===== src/rtl/imm_extend_unit.sv =====
// Pipelined immediate-extension unit: sign/zero/upper/branch extension of an
// IN_W-bit immediate into an OUT_W-bit operand, queued in a 2-entry output FIFO.
module imm_extend_unit #(
  parameter int IN_W  = 16,
  parameter int OUT_W = 32
) (
  input  logic             clk,
  input  logic             rst,
  input  logic             flush,
  input  logic             in_valid,
  output logic             in_ready,
  input  logic [IN_W-1:0]  in_imm,
  input  logic [1:0]       in_mode,
  output logic             out_valid,
  input  logic             out_ready,
  output logic [OUT_W-1:0] out_ext
);

  localparam int PAD_W = OUT_W - IN_W;

  // Pure extension datapath; mode 11 is the sign-extended value scaled by 4.
  function automatic logic [OUT_W-1:0] extend_imm(input logic [IN_W-1:0] imm,
                                                  input logic [1:0]      mode);
    logic [OUT_W-1:0] sext;
    logic [OUT_W-1:0] res;
    sext = {{PAD_W{imm[IN_W-1]}}, imm};
    case (mode)
      2'b00:   res = sext;
      2'b01:   res = {{PAD_W{1'b0}}, imm};
      2'b10:   res = {imm, {PAD_W{1'b0}}};
      2'b11:   res = {sext[OUT_W-3:0], 2'b00};
      default: res = sext;
    endcase
    return res;
  endfunction

  logic [OUT_W-1:0] mem_q [2];
  logic [OUT_W-1:0] mem_d [2];
  logic             wr_ptr_q, wr_ptr_d;
  logic             rd_ptr_q, rd_ptr_d;
  logic [1:0]       count_q, count_d;
  logic             in_ready_q, in_ready_d;
  logic             out_valid_q, out_valid_d;
  logic [OUT_W-1:0] out_ext_q, out_ext_d;

  logic             push_s;
  logic             pop_s;
  logic [OUT_W-1:0] ext_s;

  assign ext_s  = extend_imm(in_imm, in_mode);
  assign push_s = in_valid && in_ready_q;
  assign pop_s  = out_valid_q && out_ready;

  // Next-state for FIFO storage, pointers, occupancy and the registered outputs.
  always_comb begin
    mem_d    = mem_q;
    wr_ptr_d = wr_ptr_q;
    rd_ptr_d = rd_ptr_q;
    count_d  = count_q;
    if (flush) begin
      mem_d[0] = {OUT_W{1'b0}};
      mem_d[1] = {OUT_W{1'b0}};
      wr_ptr_d = 1'b0;
      rd_ptr_d = 1'b0;
      count_d  = 2'd0;
    end else begin
      if (push_s) begin
        mem_d[wr_ptr_q] = ext_s;
        wr_ptr_d        = ~wr_ptr_q;
      end else begin
        wr_ptr_d = wr_ptr_q;
      end
      if (pop_s) begin
        rd_ptr_d = ~rd_ptr_q;
      end else begin
        rd_ptr_d = rd_ptr_q;
      end
      case ({push_s, pop_s})
        2'b10:   count_d = count_q + 2'd1;
        2'b01:   count_d = count_q - 2'd1;
        default: count_d = count_q;
      endcase
    end
    // Outputs are precomputed from next state so they come straight off flops.
    in_ready_d  = (count_d != 2'd2);
    out_valid_d = (count_d != 2'd0);
    out_ext_d   = mem_d[rd_ptr_d];
  end

  // State registers with synchronous reset.
  always_ff @(posedge clk) begin
    if (rst) begin
      mem_q[0]    <= {OUT_W{1'b0}};
      mem_q[1]    <= {OUT_W{1'b0}};
      wr_ptr_q    <= 1'b0;
      rd_ptr_q    <= 1'b0;
      count_q     <= 2'd0;
      in_ready_q  <= 1'b1;
      out_valid_q <= 1'b0;
      out_ext_q   <= {OUT_W{1'b0}};
    end else begin
      mem_q       <= mem_d;
      wr_ptr_q    <= wr_ptr_d;
      rd_ptr_q    <= rd_ptr_d;
      count_q     <= count_d;
      in_ready_q  <= in_ready_d;
      out_valid_q <= out_valid_d;
      out_ext_q   <= out_ext_d;
    end
  end

  assign in_ready  = in_ready_q;
  assign out_valid = out_valid_q;
  assign out_ext   = out_ext_q;

endmodule


===== config.mk =====
export PLATFORM = sky130hd
export DESIGN_NAME = imm_extend_unit
export DESIGN_NICKNAME = d
export VERILOG_FILES = /design/src/rtl/imm_extend_unit.sv
export SDC_FILE = /design/constraint.sdc
export NUM_CORES = 1
export LEC_CHECK = 0
export ABC_AREA = 1
export CORE_UTILIZATION = 59
export DETAILED_ROUTE_END_ITERATION = 12
export GPL_TIMING_DRIVEN = 0
export PLACE_DENSITY = 0.84
export REMOVE_ABC_BUFFERS = 1
export SETUP_SLACK_MARGIN = 0.4
export SLEW_MARGIN = 20
export SYNTH_ARGS = -nofsm -noshare
export SYNTH_HDL_FRONTEND = slang
export SYNTH_SLANG_ARGS = --single-unit
export TNS_END_PERCENT = 20

===== constraint.sdc =====
create_clock -name clk -period 2.8 [get_ports clk]
set_clock_uncertainty 0.15 [all_clocks]
set_input_delay 0.28 -clock clk [delete_from_list [all_inputs] [get_ports clk]]
set_output_delay 0.28 -clock clk [all_outputs]
set_load 0.05 [all_outputs]

# ---- Word-level counts from Yosys, hierarchy flattened
# Cells that the tools add are included.
dict set report classes {
  add_sub_neg 2
  mul 0
  div_mod_pow 0
  order_cmp 3
  n_eq_ne 6
  n_shift 0
  mux 13
  bitwise 4
  n_reduce_logical 6
}
# op n
set op_table {}
lappend op_table {{32-bit two-way mux} 4}
lappend op_table {{64-bit two-way mux} 2}
lappend op_table {{32-bit one-hot mux with 4 select lines} 1}
lappend op_table {{64-bit bitwise mux} 1}
lappend op_table {{32-bit demux with 1-bit select} 1}
lappend op_table {{2-bit equality test, second input constant} 3}
lappend op_table {{2-bit by 1-bit equality test with 1-bit output, second input constant} 2}
lappend op_table {{2-bit greater-or-equal comparator, second input constant} 2}
lappend op_table {{1-bit NOT with 2-bit output} 2}
lappend op_table {{2-bit one-hot mux with 2 select lines} 1}
lappend op_table {{1-bit logical AND} 3}
lappend op_table {{2-bit by 1-bit adder with 2-bit output, second input constant} 1}
lappend op_table {{2-bit zero test} 1}
lappend op_table {{2-bit by 1-bit less-than comparator with 1-bit output, second input constant} 1}
lappend op_table {{1-bit two-way mux} 2}
lappend op_table {{2-bit two-way mux} 1}
lappend op_table {{2-bit != test, second input constant} 1}
lappend op_table {{1-bit NOT} 2}
lappend op_table {{2-bit nonzero test} 1}
lappend op_table {{2-bit OR reduction} 1}
lappend op_table {{2-bit by 1-bit subtractor with 2-bit output, second input constant} 1}
dict set report totals {
  regBits 102
  latchBits 0
  ram_bits 0
  mem_bits_ro 0
  out_inout_bits 34
  wordCells 42
  n_memories 0
}

# ---- Longest topological paths before layout
dict set report logic_depth {
  word_depth 11
  mapped_depth 10
  mapped_depth_nobuf 10
}

# ---- Worst setup path after synthesis
# No wires, ideal clock.
dict set report synth_timing {
  path_type {reg2reg}
  from {reg in_ready_q (netlist: in_ready)}
  to {reg out_valid_q (netlist: out_valid)}
  setup_time_ns 0.119
  arrival_ns 1.706
  path_slack_ns 0.825
  path_stages_with_launch 7
  n_path_buf 0
  synth_period_minus_slack_ns 1.975
  cell_sequence {dfxtp_1 > nand2_2 > ha_1 > or2_2 > nand2_1 > nor2_1 > o21bai_1}
}
dict set report synth_via {
  elab_chain_len 5
  word_cells_on_any_way 6
  cone_classes {2 x eq/ne; 2 x mux; 2 x reduce/logical}
}
# item line_no
set synth_rtl {}
lappend synth_rtl {{start: declaration} 42} ;# logic in_ready_q, in_ready_d;
lappend synth_rtl {{start signal: assignment} 106} ;# in_ready_q <= in_ready_d;
lappend synth_rtl {{1-bit logical AND (*)} 51} ;# assign push_s = in_valid && in_ready_q;
lappend synth_rtl {{2-bit by 1-bit equality test with 1-bit output or 2-bit equality test (tied branches)} 78} ;# case ({push_s, pop_s})
lappend synth_rtl {{2-bit one-hot mux with 2 select lines (*)} 78}
lappend synth_rtl {{2-bit two-way mux (*)} 60} ;# if (flush) begin
lappend synth_rtl {{2-bit nonzero test (*)} 86} ;# out_valid_d = (count_d != 2'd0);
lappend synth_rtl {{end signal: assignment} 107} ;# out_valid_q <= out_valid_d;
lappend synth_rtl {{end: declaration} 43} ;# logic out_valid_q, out_valid_d;
# Mark *: on every way between the ends. The rest lies on a longest branch, timed or not.
# A chain may end at the register's enable or synchronous reset.

# ---- Worst setup path in the final report
dict set report layout_timing {
  from {in in_valid}
  to {reg out_ext_q[1] (netlist: out_ext[1])}
}
dict set report layout_via {
  elab_chain_len 6
}
# item line_no
set layout_rtl {}
lappend layout_rtl {{start: declaration} 10} ;# input logic in_valid,
lappend layout_rtl {{1-bit logical AND} 51}
lappend layout_rtl {{64-bit two-way mux} 67} ;# if (push_s) begin
lappend layout_rtl {{64-bit two-way mux} 60}
lappend layout_rtl {{32-bit two-way mux (implied by the code) (3 in series)} 87} ;# out_ext_d = mem_d[rd_ptr_d];
lappend layout_rtl {{end signal: assignment} 100} ;# out_ext_q <= {OUT_W{1'b0}};
lappend layout_rtl {{end signal: assignment} 108} ;# out_ext_q <= out_ext_d;
lappend layout_rtl {{end: declaration} 44} ;# logic [OUT_W-1:0] out_ext_q, out_ext_d;
# No other way between the ends. The select of a mux whose other input is x is not followed.

==> results.ini <==
[synth]
syn_area_um2=4442
synth_warnings=0
syn_avg_cell_area_um2=6.951
yosysTopAreaCell=dfxtp_1
synth.top_cell.area_share_pct=45.97
yosysUniqueCellTypes=24
ys_top_cells_by_area=dfxtp_1 (46%), nand2_1 (16%), nor2_1 (9.0%)
synth-seq-cells=102
synth_cells=639
ys_seq_area_share_pct=45.97

[setup_path]
ff2ff_setup_slack_ps=530
cp_cell_sequence=clkdlybuf4s50_1 > nand2_2 > nor2_4 > inv_1 > a21oi_1 > nor2_1 > nand2_1 > nand2_1
rr_startpoint=in_ready$_SDFF_PP1_
critPathCaptureType=flip-flop
r2r_end=out_ext[1]$_SDFF_PP0_
slowest_delay_ps=520
crit_arrival_ps=2410
cpMaxStageDelayCell=nor2_4
worstPathBufferInverterCount=2
rr_worst_depth=7
cp_top_family=buffers and inverters
crit_path_start_kind=input pin
path_max_fanout=25
required_ps=2910
cp_common_cell=nand2_1
path_class=in2reg

[clocking]
cts_tree=done
post_cts_buffers=0
cts_max_level=3
path_clk_slew_ps=100
clk_path_buf_depth=2
insertion_delay_ps=370
numClockSinks=102
numCtsBuffers=9
cts-root-buf=clkbuf_8
holdBufCountCts=0

[detailed_routing]
via_per_inst=5.319
vias=4133
ant_nets=0
wirelength_um=10480
first_pass_iters=7
drc=0
wl_per_cell_um=13.49
drtIter0Drc=342

[floorplan]
initial_core_util_pct=61.24
dieArea_um2=7879
die_w_um=88.77
row_count=31
core_region_area_um2=7253
io-pin-count=57
die_h_um=88.77

[global_route]
grt_max_degree=45
antenna_found_initial=0
grt_pass1_wl_um=17130
overflow=0
first_global_vias=3839
grt_usage_pct=28.58

[timing]
period_needed_ps=2304
rsz0062_at_grt=true
tns_ps=0
setup_viol=0
min_period_over_period_pct=82.28
timing_worst_slew_pin_value_ps=1023
maxSlewHeadroom_pct=31.76
drv_slew=0
hold_violations=0
max_freq_mhz=434.0

[pwr]
max-vdd-ir-drop_mv=0.2872
p_leak_nw=2.262
powerDensity_nw_per_um2=563.0
total_power_w=0.002929
power.internal_w=0.002073
p_comb_share_pct=16.9
power.net_switching_w=0.0008566
p_seq_share_pct=52.0
swShare_pct=29.24
pwr-share-clk_pct=31.1

[cells_and_area]
final_cell_mix=nand2_1 (184), nor2_1 (106), dfxtp_1 (102), nand3_1 (63), clkdlybuf4s50_1 (53)
drive_gt1_share_pct=5.015
insertedDiodeCount=0
fin_util_pct=71.74
fin_area_um2=5204
layout_commonest_cell=nand2_1
synthToLayoutAreaGrowth_pct=17.15
nNetsFinal=698

[place]
gp_congestion=0.8803
dpl_cell_area_um2=4996
dpl.hpwl_um=6664
portBuffers=56

[status]
status=complete, no violations

[hold_path]
min_from=rst
min_path_type=in2reg
holdPathEnd=mem_q[59]$_SDFF_PP0_
holdPathStages=2

[job]
drv_cap=0

## routing by layer
| metal | track usage (%) | part of all wire [%] |
|---|---|---|
| met1 | 36.01 | 43 |
| met2 | 49.16 | 48 |
| met3 | 5.131 | 6.5 |
| met4 | 10.12 | 2.1 |
| met5 | 0 | 0 |
## worst max path at each step
stage	startpoint	to	depth (start not counted)
floorplan	in_ready$_SDFF_PP1_	out_ext[1]$_SDFF_PP0_	7
global placement	rst	out_ext[18]$_SDFF_PP0_	4
detailed placement	flush	out_ext[16]$_SDFF_PP0_	6
CTS	in_mode[1]	out_ext[25]$_SDFF_PP0_	9
global route	in_valid	out_ext[1]$_SDFF_PP0_	8
finish	in_valid	out_ext[1]$_SDFF_PP0_	8
## through the flow
step	setup WS, ps	hold slack, ps	instances
2_1_floorplan	415.3	201.6	602
3_3_place_gp	-808.2	360.0	757
3_5_place_dp	-391.2	376.4	760
4_1_cts	408.1	212.4	777
5_1_grt	391.9	235.8	777
6_report	496.1	225.6	777
## power by group through the flow
stage                     combinational, W  clock [W]  sequential, W
final                             0.000496   0.000911        0.00152
after global routing              0.000541   0.000979        0.00153
after CTS                         0.000493   0.000914        0.00152
after detailed placement          0.000485          0        0.00156
after global placement            0.000467          0        0.00155
after floorplan                   0.000216          0        0.00164
## cells in the mapped netlist, drive strengths merged
cell and n:
clkbuf 7, a21oi 4, nand3 64, o21a 30, nand4 1, nor3 18
ha 1, buf 30, o21bai 1, o21ai 32, nor2 110, or2 1
dfxtp 102, and3 1, inv 45, nand2 186, and2 6
## kinds of logic after synthesis
family | Yosys count | share of synthesized area (%)
fa+ha+maj | 1 | 0.2816
buf+inv | 82 | 8.028
flops | 102 | 45.97
simple gates | 387 | 36.42
compound gates | 67 | 9.296
## layout make-up
cell class | count | area, µm²
inverter | 45 | 173.9
timing repair buffer | 59 | 615.6
multi-input combinational | 457 | 2061
clock inverter | 5 | 60.06
tap | 99 | 123.9
fill | 632 | 2049
sequential | 102 | 2042
clock buffer | 10 | 127.6
## flip-flops by register name, summed over array words and instances, names as in the netlist
signal     cells
mem_q         64
out_ext       32
count_q        2
in_ready       1
out_valid      1
rd_ptr_q       1
wr_ptr_q       1
## worst reg2reg max path, stage by stage, from the launching register on
cell and delay [ps]:
dfxtp_1 350, nand2_2 160, nor2_4 520, inv_1 490, a21oi_1 290, nor2_1 70, nand2_1 60, nand2_1 70
## repair_timing
item                       CTS  global route
pin swaps                    2             1
cloned                       2             0
gates resized for setup      4             3
setup endpoints to repair   55            56
Power figures use the tool's default switching activity.
==> RTL edit: new RTL, same settings <==
Set the parameter `IN_W` to 12 (it was 16).
--- a/src/rtl/imm_extend_unit.sv
+++ b/src/rtl/imm_extend_unit.sv
@@ -2,5 +2,5 @@
 // IN_W-bit immediate into an OUT_W-bit operand, queued in a 2-entry output FIFO.
 module imm_extend_unit #(
-  parameter int IN_W  = 16,
+  parameter int IN_W  = 12,
   parameter int OUT_W = 32
 ) (
Interface: changed (resized in_imm); port bits go from 57 to 53. The function was not compared with the original's and may differ.
==> RTL edit against the unedited design <==
- sequential cell count did not move
- cell area shrank 5.4%
- register-to-register slack better by 100 ps
- largest power group unchanged
- worst setup slack better by 6.2 ps
- first-iteration DRC count decreased by 20%
- power decreased by 1.9%
- wire length decreased by 8.2%
- non-clock buffer count shrank 6
- synthesized area shrank 5.3%
- clock power is 2% higher
- combinational power is 13% lower
==> RTL edit: results <==
<?xml version="1.0" encoding="UTF-8"?>
<metrics>
  <group name="status">
    <metric name="status" unit="">complete, no violations</metric>
  </group>
  <group name="pwr">
    <metric name="p_seq_share" unit="%">52.7</metric>
    <metric name="vdd_drop_max" unit="uV">376</metric>
    <metric name="p_leak" unit="nW">2.17</metric>
    <metric name="pwr.group.clock" unit="uW">929</metric>
  </group>
  <group name="place">
    <metric name="place_area" unit="um^2">4710</metric>
    <metric name="gpl.final_weighted_congestion" unit="">0.900</metric>
    <metric name="dp_hpwl" unit="um">6160</metric>
    <metric name="portBuffers" unit="">52</metric>
  </group>
  <group name="setup_path">
    <metric name="crit_path_max_incr_delay" unit="ps">780</metric>
    <metric name="crit_slowest_cell" unit="">sky130_fd_sc_hd__dlygate4sd2_1</metric>
    <metric name="reg2reg_from" unit="">wr_ptr_q</metric>
    <metric name="rr_worst_depth" unit="">6</metric>
    <metric name="worstPathMaxFanout" unit="">30</metric>
  </group>
  <group name="finish">
    <metric name="filler_cell_count" unit="">551</metric>
    <metric name="finalNetCount" unit="">642</metric>
    <metric name="post_route_cells_drive_above_1_share" unit="%">5.10</metric>
  </group>
  <group name="synthesis">
    <metric name="synth_cell_types" unit="">23</metric>
    <metric name="synthTopCellsByCount" unit="">187 x sky130_fd_sc_hd__nand2_1, 102 x sky130_fd_sc_hd__dfxtp_1, 84 x sky130_fd_sc_hd__nor2_1, 40 x sky130_fd_sc_hd__nand3_1, 36 x sky130_fd_sc_hd__inv_1</metric>
    <metric name="netlist_top_cells_area" unit="">sky130_fd_sc_hd__dfxtp_1 49%, sky130_fd_sc_hd__nand2_1 17%, sky130_fd_sc_hd__nor2_1 7.5%</metric>
    <metric name="synth-seq-area-share" unit="%">48.6</metric>
  </group>
  <group name="global_routing">
    <metric name="global_route_wire_length_before_repair" unit="um">15800</metric>
    <metric name="grt_start_max_net_pins" unit="">44</metric>
    <metric name="global_router_s_overall_resource_usage" unit="%">27.4</metric>
  </group>
  <group name="route">
    <metric name="avgRoutedWirePerCell" unit="um">13.3</metric>
    <metric name="met1_routed_length" unit="um">4080</metric>
    <metric name="drt_pass1_iterations" unit="">4</metric>
    <metric name="met2RoutedLength" unit="um">4720</metric>
  </group>
</metrics>
RTL edit: what timing repair did:
action                                  CTS  global route
pin swaps                                 0             1
endpoints found under the hold margin     0             0
resized for setup                         7             1
endpoints found under the setup margin   76             2
RTL edit: worst max-delay path by stage:
| stage | from | endpoint | cells after the start | slack (ps) |
|---|---|---|---|---|
| after floorplan | in_ready | out_ext[15] | 6 | 240 |
| after global placement | rst | out_ext[23] | 6 | -1040 |
| after detailed placement | flush | out_ext[21] | 6 | -1130 |
| after CTS | flush | out_ext[1] | 8 | 570 |
| after global routing | flush | out_ext[1] | 8 | 390 |
| final | flush | out_ext[1] | 8 | 500 |
RTL edit: per-layer routing:
metal,vias to the layer above,track usage [%]
li1,1932,-
met1,1748,32.7
met2,132,48.4
met3,19,4.29
met4,0,13.2
met5,-,0
RTL edit: through the flow:
stage                     worst slack (ps)  hold slack, ps  utilization [%]  std cells  power, mW
after detailed placement             -1130             314             68.9        707       1.97
after CTS                              566             297             72.1        723       2.88
after floorplan                        239             202                -        558       1.82
after global routing                   386             329             72.1        723       2.98
final                                  502             309             72.1        723       2.87
after global placement               -1040             310             68.5        706       1.95
RTL edit: logic make-up after synthesis:
group,after synthesis,synth area share [%]
and+or+nand+nor,328,31.3
AOI/OAI and AO/OA,84,12.0
DFF,102,48.6
buffers and inverters,76,7.83
adders and majority gates,1,0.297
RTL edit: final cells by class:
| cell class | instances | area [um^2] | share of cell area [%] |
|---|---|---|---|
| multi-input combinational | 413 | 1850 | 37.7 |
| clock inverter | 6 | 67.6 | 1.37 |
| sequential | 102 | 2040 | 41.5 |
| clock buffer | 10 | 128 | 2.59 |
| timing repair buffer | 53 | 542 | 11.0 |
| tap | 96 | 120 | 2.44 |
| inverter | 43 | 171 | 3.48 |
